===== src/rtl/addr_sreg_tx.sv =====
// rtl/addr_sreg_tx.sv - serial SRAM address transmitter with shift clock and increment strobe (optional shadow: ADDR_SREG_TX_SHADOW_EN)
module addr_sreg_tx #(
    parameter int ADDR_W = 21,
    parameter int DIV    = 4
) (
    input  logic              clk,
    input  logic              reset_n,
    input  logic              start,
    input  logic              inc,
    input  logic [ADDR_W-1:0] addr,
    output logic              busy,
    output logic              done,
    output logic              si,
    output logic              sclk,
    output logic              sreg_en_n,
    output logic              counter_n,
    output logic [ADDR_W-1:0] shadow_addr
);

    localparam int DW = (DIV > 1) ? $clog2(DIV) : 1;
    localparam int CW = $clog2(ADDR_W + 1);

    typedef enum logic [2:0] {
        IDLE   = 3'd0,
        SHIFT  = 3'd1,
        TAIL   = 3'd2,
        STROBE = 3'd3,
        DONE   = 3'd4
    } state_t;

    state_t            state;
    state_t            state_nxt;
    logic [ADDR_W-1:0] shift_reg;
    logic [CW-1:0]     bit_cnt;
    logic [DW-1:0]     div_cnt;
    logic              phase_hi;
    logic              div_end;
    logic              last_bit;

    assign div_end  = (div_cnt == DW'(DIV - 1));
    assign last_bit = (bit_cnt == CW'(1));

    // State register
    always_ff @(posedge clk or negedge reset_n) begin
        if (!reset_n) begin
            state <= IDLE;
        end else begin
            state <= state_nxt;
        end
    end

    // Next-state: start has priority over inc; requests are only looked at in IDLE
    always_comb begin
        state_nxt = state;
        case (state)
            IDLE: begin
                if (start) begin
                    state_nxt = SHIFT;
                end else if (inc) begin
                    state_nxt = STROBE;
                end
            end
            SHIFT: begin
                if (div_end && phase_hi && last_bit) begin
                    state_nxt = TAIL;
                end
            end
            TAIL: begin
                if (div_end) begin
                    state_nxt = DONE;
                end
            end
            STROBE: begin
                if (div_end) begin
                    state_nxt = DONE;
                end
            end
            DONE: begin
                state_nxt = IDLE;
            end
            default: begin
                state_nxt = IDLE;
            end
        endcase
    end

    // Datapath: phase timer, bit counter and shift register. The last bit is not
    // shifted out so that si keeps holding it through TAIL.
    always_ff @(posedge clk or negedge reset_n) begin
        if (!reset_n) begin
            shift_reg <= '0;
            bit_cnt   <= '0;
            div_cnt   <= '0;
            phase_hi  <= 1'b0;
        end else begin
            case (state)
                IDLE: begin
                    div_cnt  <= '0;
                    phase_hi <= 1'b0;
                    if (start) begin
                        shift_reg <= addr;
                        bit_cnt   <= CW'(ADDR_W);
                    end
                end
                SHIFT: begin
                    if (div_end) begin
                        div_cnt  <= '0;
                        phase_hi <= ~phase_hi;
                        if (phase_hi) begin
                            bit_cnt <= bit_cnt - CW'(1);
                            if (!last_bit) begin
                                shift_reg <= shift_reg << 1;
                            end
                        end
                    end else begin
                        div_cnt <= div_cnt + DW'(1);
                    end
                end
                TAIL, STROBE: begin
                    div_cnt <= div_end ? '0 : div_cnt + DW'(1);
                end
                default: begin
                    div_cnt  <= '0;
                    phase_hi <= 1'b0;
                end
            endcase
        end
    end

`ifdef ADDR_SREG_TX_SHADOW_EN
    logic [ADDR_W-1:0] cap_addr;
    logic [ADDR_W-1:0] shadow_q;

    // Local copy of the receiver's address: loaded when a shift completes, bumped per strobe
    always_ff @(posedge clk or negedge reset_n) begin
        if (!reset_n) begin
            cap_addr <= '0;
            shadow_q <= '0;
        end else begin
            if (state == IDLE && start) begin
                cap_addr <= addr;
            end
            if (state == TAIL && div_end) begin
                shadow_q <= cap_addr;
            end else if (state == STROBE && div_end) begin
                shadow_q <= shadow_q + ADDR_W'(1);
            end
        end
    end

    assign shadow_addr = shadow_q;
`else
    assign shadow_addr = '0;
`endif

    // Outputs decoded from state so reset forces them idle immediately
    always_comb begin
        busy      = 1'b0;
        done      = 1'b0;
        si        = 1'b0;
        sclk      = 1'b0;
        sreg_en_n = 1'b1;
        counter_n = 1'b1;
        case (state)
            SHIFT: begin
                busy      = 1'b1;
                sreg_en_n = 1'b0;
                si        = shift_reg[ADDR_W-1];
                sclk      = phase_hi;
            end
            TAIL: begin
                busy      = 1'b1;
                sreg_en_n = 1'b0;
                si        = shift_reg[ADDR_W-1];
            end
            STROBE: begin
                busy      = 1'b1;
                counter_n = 1'b0;
            end
            DONE: begin
                done = 1'b1;
            end
            default: begin
                busy = 1'b0;
            end
        endcase
    end

endmodule


===== config.mk =====
export PLATFORM = sky130hd
export DESIGN_NAME = addr_sreg_tx
export DESIGN_NICKNAME = d
export VERILOG_FILES = /design/src/rtl/addr_sreg_tx.sv
export SDC_FILE = /design/constraint.sdc
export NUM_CORES = 1
export LEC_CHECK = 0
export ABC_AREA = 0
export CORE_ASPECT_RATIO = 1.4
export CORE_MARGIN = 1
export CORE_UTILIZATION = 47
export CTS_BUF_LIST = sky130_fd_sc_hd__clkbuf_16
export DETAILED_ROUTE_END_ITERATION = 8
export PLACE_DENSITY_LB_ADDON = 0.12
export RECOVER_POWER = 25
export SETUP_SLACK_MARGIN = 0.3
export SYNTH_ARGS = -nofsm -noshare
export SYNTH_HDL_FRONTEND = slang
export SYNTH_SLANG_ARGS = --single-unit
export TNS_END_PERCENT = 10

===== constraint.sdc =====
create_clock -name clk -period 2.2 [get_ports clk]
set_input_delay 0.22 -clock clk [delete_from_list [all_inputs] [get_ports clk]]
set_output_delay 0.22 -clock clk [all_outputs]
set_load 0.1 [all_outputs]

== Word-level counts from Yosys, hierarchy flattened ==
Cells that the tools add are included.
Word-level totals
  register bits: 32
  input bits: 25
  output and inout bits: 27
Operators by class
  add/sub/neg operators: 2
  eq/ne operators: 13
  multiplexer cells: 24
  bitwise logic cells: 2
  reduce and logical (&&, ||, !) cells: 11
Operator list (count)
  two-way mux 21 bit: 4
  one-hot mux 21 bit (2 select lines): 1
  two-way mux 5 bit: 3
  two-way mux 3 bit: 4
  != test 2 bit (second input constant): 5
  one-hot mux 5 bit (2 select lines): 1
  one-hot mux 3 bit (3 select lines): 1
  two-way mux 1 bit: 7
  == test 3 x 2 -> 1 bit (second input constant): 2
  == test 5 x 1 -> 1 bit (second input constant): 1
  AND reduction 5 bit: 1
  subtractor 5 x 1 -> 5 bit (second input constant): 1
  two-way mux 2 bit: 2
  AND reduction 4 bit: 1
  OR reduction 2 bit: 2
  == test 3 x 1 -> 1 bit (second input constant): 1
  == test 3 bit (second input constant): 1
  zero test 3 bit: 1
  != test 3 bit (second input constant): 1
  AND reduction 3 bit: 1
  OR reduction 3 bit: 1
  adder 2 x 1 -> 2 bit (second input constant): 1
  == test 2 bit (second input constant): 1
  logical AND 1 bit: 2
  other kinds (5): 6

== Depth between registers and ports, before layout ==
Gate-level depths: netlist (run 1).
  depth after elaboration: 5
  depth in mapped cells: 6
  gate-level depth less buffers: 5

== Least setup slack after synthesis (run 1) ==
Ideal clock, no wire load.
  path kind: register -> output
  start point: register state[0]
  end point: output port si
  arrival: 2907 ps
  required time: 1980 ps
  path slack: -927 ps
  stages on the path, launching flop included: 5
  buffers on the path: 1
  cell sequence: dfrtp_1 -> clkbuf_1 -> xor2_1 -> nand2b_1 -> nor2_1
On the way
  word-level cells in the longest chain between the ends: 3
  elaborated cells between the ends (all ways): 4
RTL lines
  from (decl): RTL line 31  | state_t state;
  from (signal assigned): RTL line 48  | state <= state_nxt;
  == test 3 x 1 -> 1 bit / == test 3 x 2 -> 1 bit (equally long branches): RTL line 164  | case (state)
  OR reduction 2 bit (no source line) *
  two-way mux 1 bit *: RTL line 164
  to (decl): RTL line 13  | output logic si,
Mark *: on every way between the ends. The rest lies on a longest branch, timed or not.

== Worst setup path in the final report (run 1) ==
  start point: register state[2]
  end point: register bit_cnt[4]
On the way
  word-level cells in the longest chain between the ends: 3
  elaborated cells between the ends (all ways): 8
RTL lines
  == test 3 x 1 -> 1 bit / zero test 3 bit (equally long branches): RTL line 96  | case (state)
  != test 2 bit (no source line) / nonzero test 2 bit (equally long branches)
  AND reduction 4 bit (no source line)
  to (signal assigned): RTL line 102  | bit_cnt <= CW'(ADDR_W);
  to (signal assigned): RTL line 110  | bit_cnt <= bit_cnt - CW'(1);
  to (decl): RTL line 34  | logic [CW-1:0] bit_cnt;
Parallel ways exist; a longest one is shown, timed or not.
A chain may end at the register's enable or synchronous reset.

==> results of run 1 <==
## stage by stage
step / setup WS (ps) / util
floorplan: 139 / -
CTS: 337 / 0.634
finish: 360 / 0.634
global placement: 193 / 0.588
global route: 280 / 0.634
detailed placement: 148 / 0.588
## worst reg2reg max path, stage by stage, from the launching register on
cell	delay, ps
dfrtp_1	420
buf_4	210
or4_1	530
a211oi_1	370
mux2i_1	240
## cells in the mapped netlist (all sizes together)
| cell type | number | share of area |
|---|---|---|
| dfrtp | 32 | 0.44 |
| conb | 1 | 0.0021 |
| or3b | 1 | 0.0062 |
| a21o | 1 | 0.0041 |
| or2b | 6 | 0.025 |
| nand3 | 2 | 0.0055 |
| clkbuf | 6 | 0.012 |
| o21ai | 1 | 0.0027 |
| nand2b | 17 | 0.058 |
| nand2 | 3 | 0.0062 |
| nor4b | 2 | 0.0096 |
| a21boi | 1 | 0.0041 |
| nand3b | 1 | 0.0041 |
| buf | 26 | 0.12 |
| nor2b | 1 | 0.0034 |
| a311oi | 1 | 0.0048 |
| a21oi | 2 | 0.0055 |
| o21ba | 1 | 0.0055 |
| mux2 | 1 | 0.0062 |
| and3 | 1 | 0.0034 |
| a31o | 1 | 0.0048 |
| a211oi | 2 | 0.0082 |
| and2 | 5 | 0.017 |
| a2111oi | 1 | 0.0048 |
| nor4 | 1 | 0.0034 |
| a221oi | 1 | 0.0048 |
| or3 | 1 | 0.0062 |
| or4b | 1 | 0.0055 |
| ha | 3 | 0.021 |
| inv | 4 | 0.0082 |
| o31ai | 1 | 0.0068 |
| xor2 | 1 | 0.0048 |
| mux2i | 4 | 0.022 |
| o221a | 20 | 0.12 |
| nand4 | 1 | 0.0034 |
| or4 | 2 | 0.0082 |
| nor2 | 12 | 0.025 |
## worst paths after layout
check,start,endpoint,slack (ps)
max,state[2],bit_cnt[4],360
min,div_cnt[0],div_cnt[0],450
max reg2reg,state[2],bit_cnt[4],360
min reg2reg,div_cnt[0],div_cnt[0],450
max in group asynchronous,reset_n,shift_reg[17],1140
min in group asynchronous,reset_n,phase_hi,560
## power by group
group          internal (mW)  leakage, nW  switching (mW)
logic                  0.658        0.491            1.00
registers              0.862        0.363           0.193
clock network          0.531       0.0798           0.242
total                   2.05        0.934            1.44
## area by class of cell
cell class                 count  area (um^2)
clock buffer                   5          125
tap                           42         52.6
inverter                       4         15.0
timing repair buffer          37          423
clock inverter                 3         42.5
sequential                    32          801
multi-input combinational    120          871
fill                         316         1350
## layer usage
layer | vias up | wire length [um] | track usage
met2 | 39 | 2100 | 0.360
met1 | 639 | 1550 | 0.236
li1 | 626 | - | -
met5 | - | 0 | 0
met4 | 0 | 78 | 0.0940
met3 | 6 | 175 | 0.0599
## kinds of logic after synthesis
group | after synthesis | synth area share
buf+inv | 36 | 0.138
other cells | 1 | 0.00205
flops | 32 | 0.438
fa+ha+maj | 3 | 0.0205
compound gates | 33 | 0.179
xor+xnor | 1 | 0.00479
mux | 5 | 0.0281
simple gates | 57 | 0.190
==> metrics.txt, run 1 <==
clk root buf clkbuf_16; Final Max Slew Viols 0; Pwr Density 1500 nW/um^2; Max Cap Viol 0; Initial Util 0.497; Pre-antenna DRT Iters 4; TritonCTS Sinks 32; GRT overflow 0; synthesized instance count 168; postcts setup bufs 0; Mapped Avg Cell Area 10.9 um^2; CP Launch Type register; dpl cell area 2160 um^2; final non-filler cell area 2330 um^2; Post-Syn Area 1830 um^2; crit share post-route 0.836; WP buf/inv 1; global-route wire length before repair 6060 um; Crit path depth 4; Max clock buf depth 2; Die W 54.7 um; f_max 544 MHz; R2R depth 4; slowest stage cell, crit path or4_1; min cycle time layout 1840 ps; post-detail-place hpwl 2710 um; CTS tree yes; Placer Congestion 0.865; min-delay worst type reg -> reg; Min-Delay Path Depth 1; commonest non-fill, non-tap cells in the layout 32 x dfrtp_1, 23 x clkdlybuf4s50_1, 21 x conb_1, 19 x o221a_1, 16 x nand2b_1; worst endpoint data arrival time 2040 ps; sequential fraction of the synthesis area 0.438; CP Data Required Time 2400 ps; Pleak 0.934 nW; CP endpoint kind register; largest net degree at the start of global routing 33; post-route setup TNS 0 ps; library cells used by synthesis 39; row cnt 26; Worst Skew 5.21 ps; Clock transition at path regs 50 ps; GR Util All Layers 0.211; buffers added on ports 30; Routed WL 3900 um; CP Class reg -> reg; final setup vio count 0; vias 1310; Area Overhead vs Synth 27.4%; wire per inst 16.1 um; vias in the first global route 1252; worst hold margin 451 ps; commonest non-fill, non-tap cell in the layout dfrtp_1; cts repair resizes 0; antenna viol nets, final 0; Max IR drop VDD 1.27 mV; ant diodes 0; Die Footprint 4150 um^2; Largest register FFs 21; IO Pins 52; Core Area 3680 um^2; clock buffer count from CTS 5; synthesized flop and latch total 32; Top delay family on crit path simple AND/OR/NAND/NOR gates; initial detailed-routing violation count 22; antenna violations before repair 0; Non-Filler Instances 243; Power, Total 3.49 mW; critical path's largest stage delay 520 ps; placed cell count 235; H-tree lvl count 2; worst skew pair latency 270 ps; Synthesis Warnings 0; DR vias/cell 5.39; Cell Chain, Critical Path buf_4, or4_1, a211oi_1, mux2i_1; status completed; layout cells sized above 1 0.159; Hold-fix buffers, CTS 0; Die Y 75.8 um; fin nets 228; post-route DRC violation count 0; Slew headroom 0.470; worst-path maximum fanout 13; Fin. Hold Viols 0; Worst Tran Pin Value 794 ps; RSZ-0062 raised after global routing yes
No activity file was read; power rests on OpenSTA's default activity.
==> run 2: changes to the inputs <==
==> constraint.sdc (replaced) <==
create_clock -name clk -period 1.7 [get_ports clk]
set_input_delay 0.17 -clock clk [delete_from_list [all_inputs] [get_ports clk]]
set_output_delay 0.17 -clock clk [all_outputs]
set_load 0.1 [all_outputs]
==> run 2 against run 1 <==
Die area did not move. Non-clock buffer count up 26. Global-route usage up 1.8 points. Register-to-register slack got worse by 350 ps. Sequential cell count did not move. Cell area up 15%. Total power increased by 41%. Routed wire length rose by 16%. Final cell count is 12% higher. Setup slack got worse by 350 ps. Clock skew shrank 1.9 ps. First-iteration DRC count up 91%. Critical path type unchanged. Critical endpoint is now shift_reg[16].
==> metrics.txt, run 2 (synthesized netlist as in run 1, its figures left out) <==
worst-path maximum fanout 10; post-route DRC violation count 0; power share of the clock group 0.168; TritonCTS Sinks 32; Pre-antenna DRT Iters 4; row cnt 26; Die Footprint 4150 um^2; Max Cap Viol 0; placed cell count 252; reg2reg start state[2]; Fillers 264; min-delay worst type reg -> reg; FF-to-FF setup slack 6 ps; commonest non-fill, non-tap cell in the layout dfrtp_1; Initial Util 0.497; CP Data Required Time 1910 ps; Sw Ratio 0.416; Clock transition at path regs 50 ps; Worst Hold End div_cnt[0]; CP Class reg -> reg; hold path startpoint div_cnt[0]; worst skew pair latency 270 ps; Pwr Density 1840 nW/um^2; metal3 WL 205 um; worst endpoint data arrival time 1900 ps; P_int 2.87 mW; Max IR drop VDD 1.41 mV; crit share post-route 0.996; RSZ-0062 raised after global routing yes; dpl cell area 2310 um^2; CTS tree yes; GRT overflow 0; WL met2 2570 um; wire per inst 16.6 um; IO Pins 52; Worst Skew 3.31 ps; commonest non-fill, non-tap cells in the layout 32 x dfrtp_1, 26 x buf_4, 23 x clkdlybuf4s50_1, 21 x conb_1, 19 x o221a_1; Placer Congestion 0.849; R2R Path End shift_reg[16]; buffers added on ports 30; global-route wire length before repair 6680 um; Routed WL 4510 um; Worst Tran Pin Value 811 ps; R2R depth 5; Die Y 75.8 um; M1 wire length 1660 um; vias in the first global route 1442; largest net degree at the start of global routing 33; DR vias/cell 5.42; Slew headroom 0.459; Final Max Slew Viols 0; Largest register FFs 21; Area Overhead vs Synth 46.2%; vias 1468; CP endpoint kind register; Switching Power 2.05 mW; Hold-fix buffers, CTS 0; initial detailed-routing violation count 42; post-detail-place hpwl 2900 um; CP Launch Type register; Gate power share 0.551; post-route setup TNS 0 ps; Fin. Hold Viols 0; final setup vio count 0; f_max 590 MHz; Pleak 1.10 nW; Die W 54.7 um; H-tree lvl count 2; Non-Filler Instances 271; Min-Delay Path Depth 1; clk root buf clkbuf_16; highest routed layer met4; Flop pwr share 0.281; final non-filler cell area 2670 um^2; layout cells sized above 1 0.306; fin nets 257; Core Area 3680 um^2; antenna viol nets, final 0; Max clock buf depth 2; GR Util All Layers 0.229; ant diodes 0; min cycle time layout 1690 ps; clock buffer count from CTS 5; antenna violations before repair 0; status completed
## run 2: cell types whose count changed in the layout (fill, tap and decap cells not counted), sizes merged
cell      change
buf          +26
bufinv        -1
clkinvlp      -1
or3           +3
inv           +1
## run 2: layout make-up
type	count	area, um^2	share of cell area
Timing Repair Buffer	63	653	0.244
Sequential cell	32	801	0.300
Inverter	4	15.0	0.00562
Tap cell	42	52.6	0.0197
Multi-Input combinational cell	123	1020	0.381
Clock inverter	2	8.76	0.00328
Clock buffer	5	125	0.0468
## run 2: power by group through the flow
stage	sequential, mW	combinational, mW	clock [mW]
floorplan	1.28	1.72	0
global placement	1.33	2.30	0
detailed placement	1.35	2.37	0
CTS	1.36	2.58	0.842
global route	1.41	2.87	0.869
finish	1.38	2.71	0.828
## run 2: worst max path at each step
| stage | endpoint | cells past startpoint | start | slack (ps) |
|---|---|---|---|---|
| detailed placement | state[1] | 6 | bit_cnt[1] | -190 |
| global placement | shift_reg[10] | 6 | bit_cnt[1] | -160 |
| floorplan | si | 4 | state[0] | -9 |
| finish | shift_reg[16] | 5 | state[2] | 6 |
| CTS | shift_reg[2] | 3 | state[1] | 1 |
| global route | shift_reg[11] | 5 | state[2] | -50 |
## run 2: layer usage
metal	GRT usage	vias to the layer above
li1	-	687
met1	0.256	732
met2	0.404	41
met3	0.0659	8
met4	0.0741	0
met5	0	-
## run 2: critical path, stage by stage (launching register included)
cell and delay, ps:
dfrtp_1 410, or3b_4 470, o31ai_4 280, buf_4 160, buf_12 120, o221a_1 180
## run 2: timing repair
item,CTS,global route
pin swaps,4,22
setup endpoints to repair,34,34
cloned,4,1
buffers inserted,4,3
gates resized for setup,12,13
## run 2: metrics by stage
| step | worst slack, ps | utilization | total power, mW | hold WS, ps |
|---|---|---|---|---|
| 6_report | 6.16 | 0.727 | 4.92 | 448 |
| 4_1_cts | 0.960 | 0.702 | 4.78 | 310 |
| 2_1_floorplan | -9.50 | - | 3.00 | -126 |
| 3_5_place_dp | -186 | 0.628 | 3.72 | 447 |
| 5_1_grt | -46.8 | 0.727 | 5.16 | 480 |
| 3_3_place_gp | -156 | 0.628 | 3.63 | 432 |
